[src/rtl/sfa_control_nch.sv]
// N-channel SFA command controller: decodes AXI-Stream commands into per-channel BIF config, launches channels, returns one completion word.
// Optional RUN-state watchdog is compiled in with `define SFA_TIMEOUT_EN.
module sfa_control_nch #(
    parameter int NUM_BC      = 2,
    parameter int FIELD_W     = 24,
    parameter int NUM_CONF    = 6,
    parameter int TIMEOUT_CYC = 1000000
) (
    input  logic                        ACLK,
    input  logic                        ARESET,
    output logic                        sCMD_tready,
    input  logic                        sCMD_tvalid,
    input  logic [31:0]                 sCMD_tdata,
    input  logic                        mRet_tready,
    output logic                        mRet_tvalid,
    output logic [31:0]                 mRet_tdata,
    output logic [NUM_BC-1:0]           BC_ap_start,
    input  logic [NUM_BC-1:0]           BC_ap_done,
    input  logic [NUM_BC-1:0]           BC_ap_idle,
    output logic [NUM_BC-1:0]           BC_MODE,
    output logic [NUM_BC*FIELD_W-1:0]   BC_INDEX,
    output logic [NUM_BC*FIELD_W-1:0]   BC_SIZE,
    output logic [NUM_BC*FIELD_W-1:0]   BC_STRIDE,
    output logic [NUM_CONF*4-1:0]       CONF
);
    typedef enum logic [2:0] {FETCH, DECODE, WAIT_IDLE, RUN, WRITE_BACK} state_t;

    state_t                           state_q, state_d;
    logic [31:0]                      cmd_q, cmd_d;
    logic [31:0]                      ret_q, ret_d;
    logic [NUM_BC-1:0]                mode_q, mode_d;
    logic [NUM_BC-1:0][FIELD_W-1:0]   index_q, index_d;
    logic [NUM_BC-1:0][FIELD_W-1:0]   size_q, size_d;
    logic [NUM_BC-1:0][FIELD_W-1:0]   stride_q, stride_d;
    logic [NUM_CONF*4-1:0]            conf_q, conf_d;
    logic [NUM_BC-1:0]                mask_q, mask_d;
    logic [NUM_BC-1:0]                sticky_q, sticky_d;
    logic [NUM_BC-1:0]                start_q, start_d;
    logic [NUM_BC-1:0]                done_now;
    logic [3:0]                       op, ch;
    logic [7:0]                       idle8, sticky8;
`ifdef SFA_TIMEOUT_EN
    localparam logic [31:0] TO_LAST = 32'(TIMEOUT_CYC - 1);
    logic [31:0]                      cnt_q, cnt_d;
`endif

    assign op = cmd_q[31:28];
    assign ch = cmd_q[27:24];
    // Done is only meaningful from the cycle after the start pulse.
    assign done_now = BC_ap_done & mask_q & ~start_q;

    always_comb begin
        state_d  = state_q;
        cmd_d    = cmd_q;
        ret_d    = ret_q;
        mode_d   = mode_q;
        index_d  = index_q;
        size_d   = size_q;
        stride_d = stride_q;
        conf_d   = conf_q;
        mask_d   = mask_q;
        sticky_d = sticky_q;
        start_d  = '0;
        idle8    = '0;
        idle8[NUM_BC-1:0] = BC_ap_idle;
        sticky8  = '0;
`ifdef SFA_TIMEOUT_EN
        cnt_d    = cnt_q;
`endif
        case (state_q)
            FETCH: begin
                if (sCMD_tvalid) begin
                    cmd_d   = sCMD_tdata;
                    state_d = DECODE;
                end
            end
            DECODE: begin
                state_d = FETCH;
                case (op)
                    4'h1: conf_d = cmd_q[NUM_CONF*4-1:0];
                    4'h2, 4'h3, 4'h4, 4'h5: begin
                        // Out-of-range channels match no k and fall through untouched.
                        for (int k = 0; k < NUM_BC; k++) begin
                            if (ch == 4'(k)) begin
                                if (op == 4'h2) mode_d[k]   = cmd_q[0];
                                if (op == 4'h3) index_d[k]  = cmd_q[FIELD_W-1:0];
                                if (op == 4'h4) size_d[k]   = cmd_q[FIELD_W-1:0];
                                if (op == 4'h5) stride_d[k] = cmd_q[FIELD_W-1:0];
                            end
                        end
                    end
                    4'hA: begin
                        mask_d = cmd_q[NUM_BC-1:0];
                        if (cmd_q[NUM_BC-1:0] == '0) begin
                            ret_d   = 32'hE000_0000;
                            state_d = WRITE_BACK;
                        end else begin
                            state_d = WAIT_IDLE;
                        end
                    end
                    4'hB: begin
                        ret_d   = {16'hB000, 8'h00, idle8};
                        state_d = WRITE_BACK;
                    end
                    default: ;
                endcase
            end
            WAIT_IDLE: begin
                if ((BC_ap_idle & mask_q) == mask_q) begin
                    start_d  = mask_q;
                    sticky_d = '0;
                    state_d  = RUN;
`ifdef SFA_TIMEOUT_EN
                    cnt_d    = '0;
`endif
                end
            end
            RUN: begin
                sticky_d = sticky_q | done_now;
                sticky8[NUM_BC-1:0] = sticky_d;
                if (sticky_d == mask_q) begin
                    ret_d   = 32'h0000_FFFF;
                    state_d = WRITE_BACK;
                end
`ifdef SFA_TIMEOUT_EN
                else if (cnt_q == TO_LAST) begin
                    ret_d   = {16'hDEAD, 8'h00, sticky8};
                    state_d = WRITE_BACK;
                end
                cnt_d = cnt_q + 32'd1;
`endif
            end
            WRITE_BACK: begin
                if (mRet_tready) begin
                    sticky_d = '0;
                    state_d  = FETCH;
                end
            end
            default: state_d = FETCH;
        endcase
    end

    always_ff @(posedge ACLK or posedge ARESET) begin
        if (ARESET) begin
            state_q  <= FETCH;
            cmd_q    <= '0;
            ret_q    <= '0;
            mode_q   <= '0;
            index_q  <= '0;
            size_q   <= '0;
            stride_q <= '0;
            conf_q   <= '0;
            mask_q   <= '0;
            sticky_q <= '0;
            start_q  <= '0;
`ifdef SFA_TIMEOUT_EN
            cnt_q    <= '0;
`endif
        end else begin
            state_q  <= state_d;
            cmd_q    <= cmd_d;
            ret_q    <= ret_d;
            mode_q   <= mode_d;
            index_q  <= index_d;
            size_q   <= size_d;
            stride_q <= stride_d;
            conf_q   <= conf_d;
            mask_q   <= mask_d;
            sticky_q <= sticky_d;
            start_q  <= start_d;
`ifdef SFA_TIMEOUT_EN
            cnt_q    <= cnt_d;
`endif
        end
    end

    assign sCMD_tready = (state_q == FETCH);
    assign mRet_tvalid = (state_q == WRITE_BACK);
    assign mRet_tdata  = ret_q;
    assign BC_ap_start = start_q;
    assign BC_MODE     = mode_q;
    assign BC_INDEX    = index_q;
    assign BC_SIZE     = size_q;
    assign BC_STRIDE   = stride_q;
    assign CONF        = conf_q;
endmodule

[config.mk]
export PLATFORM = sky130hd
export DESIGN_NAME = sfa_control_nch
export DESIGN_NICKNAME = d
export VERILOG_FILES = /design/src/rtl/sfa_control_nch.sv
export SDC_FILE = /design/constraint.sdc
export NUM_CORES = 1
export LEC_CHECK = 0
export CORE_MARGIN = 4
export CORE_UTILIZATION = 25
export CTS_CLUSTER_DIAMETER = 80
export DETAILED_ROUTE_END_ITERATION = 7
export PLACE_DENSITY = 0.57
export SYNTH_ARGS = -nofsm -noshare
export SYNTH_HDL_FRONTEND = slang
export SYNTH_SLANG_ARGS = --single-unit
export TNS_END_PERCENT = 20
[constraint.sdc]
create_clock -name ACLK -period 18.85 [get_ports ACLK]
set_input_delay 4.7125 -clock ACLK [delete_from_list [all_inputs] [get_ports ACLK]]
set_output_delay 4.7125 -clock ACLK [all_outputs]
set_load 0.02 [all_outputs]
==> metrics.txt, run 1 <==
die width=195 um; RSZ-0062 raised after global routing=no; Worst path slowest cell=clkdlybuf4s50_1; fraction of the mapped netlist area in simple logic gates=3.43%; vias post-DR=5277; Setup crit start kind=flip-flop; Worst-path clk slew=0.06 ns; Slew headroom=32.9%; Initial Util=25.3%; TritonCTS clock tree=yes; # clock sinks=217; Post-Synth XOR/XNOR Area=0%; first-pass GRT wire length=36.0 mm; Setup Slack @ Placement=12.19 ns; # diodes=0; compound-gate portion of the synthesized area=1.76%; Area Overhead vs Synth=38.9%; Worst Skew=0.0151 ns; Final TNS setup=0 ns; Netlist cell types=47; fmax=147 MHz; number of port buffers=233; share of cells above drive strength 1=32.5%; Crit Path Max Fanout=12; Site Rows=68; Placer Congestion=0.752; remaining global-route overflow=0; asr flop ratio synth=100%; Worst Hold Class=reg -> reg; syn_area_per_cell=16.0 sq um; Gate Count Post-Synth=547; Flop pwr share=48.2%; Critical Path RT=14.14 ns; PwrDens=79.4 nW/um^2; initial DRC count=188; DP Cell Count=1200; setup ws final=12.03 ns; post-synthesis sequential area ratio=62.0%; CTS root buffer=clkbuf_16; mapped cell area=8750 sq um; Setup crit end kind=output port; Pleak=5.81 nW; Crit Path Category=reg -> out; Fill cells=3412; All-Layer GR Usage=12.0%; vias in the first global route=5542; largest net degree at the start of global routing=75; Fin. Hold Viols=0; CP arrival=2.11 ns; Pre-antenna DRT Iters=4; Final Cycle Share=36.2%; core box area=34500 sq um; H-Tree Depth=1; WL/cell=19.2 um; clock buffer depth=3; number of nets in the layout=812; Sw Share=20.9%; Chip Height=195 um; commonest non-fill, non-tap cells in the layout=233 x clkdlybuf4s50_1, 217 x dfrtp_1, 160 x mux2_2; final setup fails=0; Via-to-Cell Ratio=4.24; die area=38100 sq um; post-CTS resize count=0; Clk pwr share=49.6%; postcts setup bufs=0; top_reg_cell synth=dfrtp_1; Synth Area in Adders=0%; largest family of logic cells by synthesized area=multiplexers; Hold Buf Count CTS=0; initial antenna violation count=0; maximum vdd drop=0.0586 mV; Worst Tran Pin Value=1.01 ns; number of synthesized flops with an enable pin=0; multiplexer area fraction after synthesis=27.9%; status=finished, final reports clean; Switch Pwr=0.000202 W; warnings from Yosys=0; Max Cap Viol=0; drt total wl=23.9 mm; CTS Buf Count=25; HPWL after detailed placement=15.9 mm; P_int=0.000764 W; commonest non-fill, non-tap cell in the layout=clkdlybuf4s50_1; io pins=246; max incr delay on CP=0.69 ns; min Tclk post-route=6.82 ns; Slew Viols, Final=0; ANT nets after route=0; DRC Markers=0; crit path cell chain=nor3b_1 > clkdlybuf4s50_1; combinational group share of total power=2.1%; later-pin clock latency in the skew report=0.52 ns; fin cells=1245; flops & latches, synth=217
==> final cells by class <==
type,count,area (sq um),area share (%)
Sequential cell,217,5430,44.7
Multi-Input combinational cell,284,2960,24.3
Clock inverter,9,97.6,0.802
Clock buffer,36,717,5.90
Inverter,8,37.5,0.309
Timing Repair Buffer,236,2350,19.4
Tap cell,455,569,4.68
==> cell usage after synthesis, types with 3 or more instances <==
cell,n,area [sq um]
a21oi_1,3,15.0
buf_2,10,50.1
buf_4,27,203
buf_6,8,90.1
dfrtp_1,217,5430
inv_1,8,30.0
mux2_1,3,33.8
mux2_2,160,1800
mux2_4,40,601
nand2_1,10,37.5
nand2_2,3,18.8
nand2b_1,6,37.5
nor3b_1,3,22.5
o21ai_0,3,15.0
==> worst paths after layout <==
path / depth (start not counted) / startpoint / endpoint / slack [ns]
hold / removal: 1 / BC_STRIDE[14]$_DFFE_PP0P_ / BC_STRIDE[14]$_DFFE_PP0P_ / 0.50
setup reg to reg: 3 / state_q[1]$_DFFE_PP0P_ / CONF[7]$_DFFE_PP0P_ / 16.40
setup / recovery: 2 / state_q[0]$_DFFE_PP0P_ / mRet_tvalid / 12.03
hold reg to reg: 1 / BC_STRIDE[14]$_DFFE_PP0P_ / BC_STRIDE[14]$_DFFE_PP0P_ / 0.50
min in group asynchronous: 2 / ARESET / CONF[11]$_DFFE_PP0P_ / 4.66
max in group asynchronous: 3 / ARESET / BC_INDEX[20]$_DFFE_PP0P_ / 12.84
==> critical path, delay by kind of cell, from the launching register on <==
family | cells | cell delay [ns]
simple gates | 1 | 0.41
flops | 1 | 0.49
buf+inv | 1 | 0.69
==> routing by layer <==
layer,up-vias,routed length (um),track usage [%]
met5,-,0,0
met4,0,338,1.76
met3,28,2150,4.74
met2,189,10900,19.3
met1,2711,10500,15.7
li1,2349,-,-
==> per-stage QoR <==
| stage | hold slack (ns) | total power [W] | instance area [sq um] | util (%) |
|---|---|---|---|---|
| floorplan | 0.499 | 0.000486 | 8800 | - |
| global placement | 0.475 | 0.000496 | 11300 | 32.8 |
| detailed placement | 0.492 | 0.000496 | 11300 | 32.8 |
| CTS | 0.506 | 0.000984 | 12200 | 35.2 |
| global route | 0.511 | 0.00100 | 12200 | 35.2 |
| finish | 0.501 | 0.000966 | 12200 | 35.2 |
==> sequential cells by signal, indices dropped and copies added (netlist names) <==
name         flops
sticky_q         2
cmd_q           32
BC_INDEX        48
BC_ap_start      2
mask_q           2
BC_MODE          2
state_q          3
CONF            24
mRet_tdata       6
BC_SIZE         48
BC_STRIDE       48
==> power groups by stage <==
stage,registers [W],logic [W],clock network (W)
2_1_floorplan,0.000475,0.0000110,0
3_3_place_gp,0.000474,0.0000212,0
3_5_place_dp,0.000474,0.0000213,0
4_1_cts,0.000466,0.0000214,0.000496
5_1_grt,0.000466,0.0000232,0.000515
6_report,0.000466,0.0000205,0.000479
==> cell families (layout without fill, tap and decap cells) <==
logic type,count (synthesis),after routing
other cells,1,12
buf+inv,57,289
mux,204,204
simple gates,46,46
compound gates,22,22
flops,217,217
(Power assumes the default switching activity.)
==> run 2, diff against run 1 <==
clock period = 6.8 ns   (was 18.85 ns; I/O delays follow)
==> metrics.txt, run 2 (synthesized netlist as in run 1, its figures left out) <==
drt total wl=23.7 mm (was 23.9 mm); Final Cell Area=12200 sq um (about the same); # diodes=0 (unchanged); Final Cycle Share=55.2%; DP Cell Count=1200 (unchanged); share of cells above drive strength 1=32.9% (was 32.5%); core box area=34500 sq um (unchanged); die width=195 um (unchanged); HPWL after detailed placement=15.8 mm (was 15.9 mm); number of nets in the layout=812 (unchanged); Critical Path RT=5.10 ns (was 14.14 ns); PwrDens=226 nW/um^2 (was 79.4 nW/um^2); Slew Viols, Final=0 (unchanged); Pre-antenna DRT Iters=4 (unchanged); clock buffer depth=3 (unchanged); post-CTS resize count=0 (unchanged); Area Overhead vs Synth=39.8% (was 38.9%); TritonCTS clock tree=yes (unchanged); Slew headroom=32.3% (was 32.9%); Chip Height=195 um (unchanged); DRC Markers=0 (unchanged); io pins=246 (unchanged); CTS root buffer=clkbuf_16 (unchanged); # clock sinks=217 (unchanged); Worst Hold Class=reg -> reg (unchanged); fin cells=1245 (unchanged); Fin. Hold Viols=0 (unchanged); Worst Skew=0.00973 ns (was 0.0151 ns); min Tclk post-route=3.75 ns; Worst-path clk slew=0.06 ns (about the same); worst r2r src=state_q[0]$_DFFE_PP0P_ (was state_q[1]$_DFFE_PP0P_); remaining global-route overflow=0 (unchanged); vias post-DR=5221 (was 5277); first-pass GRT wire length=36.5 mm (was 36.0 mm); Via-to-Cell Ratio=4.19 (was 4.24); Site Rows=68 (unchanged); fmax=267 MHz; WL/cell=19.1 um (was 19.2 um); commonest non-fill, non-tap cell in the layout=clkdlybuf4s50_1 (unchanged); Crit Path Category=reg -> out (unchanged); Hold Buf Count CTS=0 (unchanged); Setup crit start kind=flip-flop (unchanged); initial antenna violation count=0 (unchanged); Critical Path Source=state_q[0]$_DFFE_PP0P_ (unchanged); final setup fails=0 (unchanged); later-pin clock latency in the skew report=0.51 ns (was 0.52 ns); number of port buffers=233 (unchanged); All-Layer GR Usage=12.2% (was 12.0%); Fill cells=3363 (was 3412); postcts setup bufs=0 (unchanged); Placer Congestion=0.761 (was 0.752); Final TNS setup=0 ns (unchanged); RSZ-0062 raised after global routing=no (unchanged); die area=38100 sq um (unchanged); vias in the first global route=5691 (was 5542); H-Tree Depth=1 (unchanged); commonest non-fill, non-tap cells in the layout=233 x clkdlybuf4s50_1, 217 x dfrtp_1, 160 x mux2_2 (unchanged); Setup crit end kind=output port (unchanged); Initial Util=25.3% (unchanged); largest net degree at the start of global routing=114 (was 75); hold path start=BC_STRIDE[1]$_DFFE_PP0P_ (was BC_STRIDE[14]$_DFFE_PP0P_); total power=0.00277 W (was 0.000966 W); initial DRC count=204 (was 188); ANT nets after route=0 (unchanged); Placement Cell Area=11400 sq um (was 11300 sq um); Pleak=5.84 nW (was 5.81 nW); Max Cap Viol=0 (unchanged); Crit Path Max Fanout=12 (unchanged); status=finished, final reports clean (unchanged); maximum vdd drop=0.171 mV (was 0.0586 mV); CTS Buf Count=25 (unchanged); Worst Tran Pin Value=1.01 ns (about the same); CP arrival=2.05 ns (was 2.11 ns)
[run 2: area by class of cell]
class	count	area [sq um]	area share, %
flip-flops and latches	217	5430	44.4
multi-input cells	284	2960	24.1
repair buffers	236	2370	19.3
clock buffers	34	719	5.88
well taps	455	569	4.65
clock inverters	11	163	1.33
inverters	8	33.8	0.276
[run 2: layer usage]
metal  up-vias  global-route usage, %  wire (um)
met2       181                   19.5      10900
li1       2365                      -          -
met1      2647                   16.0      10300
met3        28                   4.50       2050
met4         0                   2.51        514
met5         -                      0          0
[run 2: final timing paths]
check                                            to  slack, ns  cells past startpoint
hold reg to reg            BC_STRIDE[1]$_DFFE_PP0P_       0.50                      1
setup / recovery                        mRet_tvalid       3.05                      2
max in group asynchronous   BC_SIZE[35]$_DFFE_PP0P_       3.73                      3
setup reg to reg             BC_SIZE[3]$_DFFE_PP0P_       4.35                      5
hold / removal             BC_STRIDE[1]$_DFFE_PP0P_       0.50                      1
min in group asynchronous  BC_INDEX[41]$_DFFE_PP0P_       1.74                      2
[run 2: metrics by stage]
step	util [%]	setup WS, ns	hold WS, ns
6_report	35.4	3.05	0.495
3_5_place_dp	32.9	3.07	0.484
3_3_place_gp	32.9	3.09	0.480
4_1_cts	35.4	3.01	0.498
2_1_floorplan	-	2.27	0.499
5_1_grt	35.4	2.91	0.518
[run 2: critical path, stage by stage (launching register included)]
cell	delay, ns
dfrtp_1	0.48
nor3b_1	0.38
clkdlybuf4s50_1	0.68
[run 2: report_power, final]
group          switching [W]  internal, W
Clock               0.000528     0.000889
Combinational      0.0000357    0.0000218
Sequential                 0      0.00129
Total               0.000563      0.00220
==> run 3, diff against run 2 <==
clock period = 3.5 ns   (was 6.8 ns; I/O delays follow)
==> metrics.txt, run 3 (synthesized netlist as in run 1, its figures left out) <==
Pre-antenna DRT Iters=4 (unchanged); Worst-path clk slew=0.06 ns (about the same); Via-to-Cell Ratio=4.22 (was 4.19); Setup crit end kind=output port (unchanged); fmax=340 MHz; hold path start=mRet_tdata[28]$_DFFE_PP0P_ (was BC_STRIDE[1]$_DFFE_PP0P_); Worst Tran Pin Value=0.985 ns (was 1.01 ns); CTS Buf Count=25 (unchanged); io pins=246 (unchanged); largest net degree at the start of global routing=37 (was 114); WL/cell=19.9 um (was 19.1 um); status=finished, final reports clean (unchanged); number of nets in the layout=823 (was 812); hold endpoint=mRet_tdata[28]$_DFFE_PP0P_ (was BC_STRIDE[1]$_DFFE_PP0P_); Pleak=5.85 nW (was 5.84 nW); remaining global-route overflow=0 (unchanged); DP Cell Count=1211 (was 1200); postcts setup bufs=0 (unchanged); commonest non-fill, non-tap cell in the layout=clkdlybuf4s50_1 (unchanged); drt total wl=24.8 mm (was 23.7 mm); Placer Congestion=0.747 (was 0.761); Max Cap Viol=0 (unchanged); die area=38100 sq um (unchanged); initial DRC count=231 (was 204); final setup fails=0 (unchanged); share of cells above drive strength 1=32.9% (about the same); total power=0.00513 W (was 0.00277 W); vias in the first global route=5735 (was 5691); Hold Buf Count CTS=0 (unchanged); vias post-DR=5265 (was 5221); Crit Path Max Fanout=12 (unchanged); Initial Util=25.3% (unchanged); Site Rows=68 (unchanged); # diodes=0 (unchanged); flip-flop and latch area=5430 sq um (unchanged); Final Cycle Share=84.0%; fin cells=1248 (was 1245); r2r worst-path depth=3 (was 5); die width=195 um (unchanged); Area Overhead vs Synth=39.7% (was 39.8%); Chip Height=195 um (unchanged); min Tclk post-route=2.94 ns; Setup crit start kind=flip-flop (unchanged); footprint of the multi-input gates=2960 sq um (unchanged); Crit Path Category=reg -> out (unchanged); Slew headroom=34.3% (was 32.3%); RSZ-0062 raised after global routing=no (unchanged); Critical Path Source=state_q[0]$_DFFE_PP0P_ (unchanged); Slew Viols, Final=0 (unchanged); clock buffer depth=3 (unchanged); Critical R2R Capture=CONF[11]$_DFFE_PP0P_ (was BC_SIZE[3]$_DFFE_PP0P_); worst r2r src=state_q[1]$_DFFE_PP0P_ (was state_q[0]$_DFFE_PP0P_); # clock sinks=217 (unchanged); core box area=34500 sq um (unchanged); TritonCTS clock tree=yes (unchanged); All-Layer GR Usage=12.7% (was 12.2%); number of port buffers=233 (unchanged); Fin. Hold Viols=0 (unchanged); commonest non-fill, non-tap cells in the layout=233 x clkdlybuf4s50_1, 217 x dfrtp_1, 160 x mux2_2 (unchanged); Worst Hold Class=reg -> reg (unchanged); DRC Markers=0 (unchanged); post-CTS resize count=0 (unchanged); PwrDens=420 nW/um^2 (was 226 nW/um^2); ANT nets after route=0 (unchanged); H-Tree Depth=1 (unchanged); post-layout util=35.4% (about the same); Worst Skew=0.0188 ns (was 0.00973 ns); CP arrival=2.06 ns (was 2.05 ns); CTS root buffer=clkbuf_16 (unchanged); initial antenna violation count=1 (was 0); first-pass GRT wire length=38.0 mm (was 36.5 mm); later-pin clock latency in the skew report=0.52 ns (was 0.51 ns); Fill cells=3359 (was 3363); Final TNS setup=0 ns (unchanged); HPWL after detailed placement=16.7 mm (was 15.8 mm); maximum vdd drop=0.344 mV (was 0.171 mV); hold path depth=1 (unchanged); Critical Path RT=2.62 ns (was 5.10 ns); FF-to-FF setup slack=1.08 ns (was 4.35 ns)
==> run 3: cell types whose count changed in the layout (fill, tap and decap cells not counted) <==
cell,change
clkbuf_8,-3
bufinv_16,-2
clkinvlp_4,-3
buf_4,+8
clkbuf_1,+2
clkinv_2,-2
buf_12,+3
==> run 3: worst max-delay path by stage <==
| stage | endpoint | cells past startpoint |
|---|---|---|
| floorplan | BC_INDEX[0]$_DFFE_PP0P_ | 1 |
| global placement | cmd_q[11]$_DFFE_PP0P_ | 4 |
| detailed placement | cmd_q[13]$_DFFE_PP0P_ | 4 |
| CTS | mRet_tvalid | 2 |
| global route | mRet_tvalid | 2 |
| finish | mRet_tvalid | 2 |
==> run 3: layout make-up <==
cell class / instances / share of cell area (%)
timing repair buffer: 247 / 20.3
sequential: 217 / 44.4
clock inverter: 4 / 0.573
clock buffer: 33 / 5.61
multi-input combinational: 284 / 24.2
inverter: 8 / 0.276
tap: 455 / 4.65
==> run 3: metrics by stage <==
stage	hold slack [ns]	cell area, sq um	setup slack [ns]
after detailed placement	0.487	11500	0.990
after global placement	0.479	11500	0.981
final	0.498	12200	0.561
after floorplan	0.499	8800	-0.201
after CTS	0.502	12200	0.501
after global routing	0.514	12200	0.405
==> run 3: routing by layer <==
metal / wire, um / track usage, % / vias to the layer above
li1: - / - / 2369
met1: 11000 / 17.0 / 2674
met2: 11200 / 20.1 / 185
met3: 2010 / 4.47 / 35
met4: 591 / 2.84 / 2
met5: 9 / 0 / -
==> run 3: critical path, stage by stage (launching register included) <==
cell and delay (ns):
dfrtp_1 0.49, nor3b_1 0.37, clkdlybuf4s50_1 0.68
==> run 3: power breakdown <==
group          internal [W]  switching (W)
Combinational     0.0000543      0.0000753
Clock               0.00150       0.000998
Sequential          0.00251              0
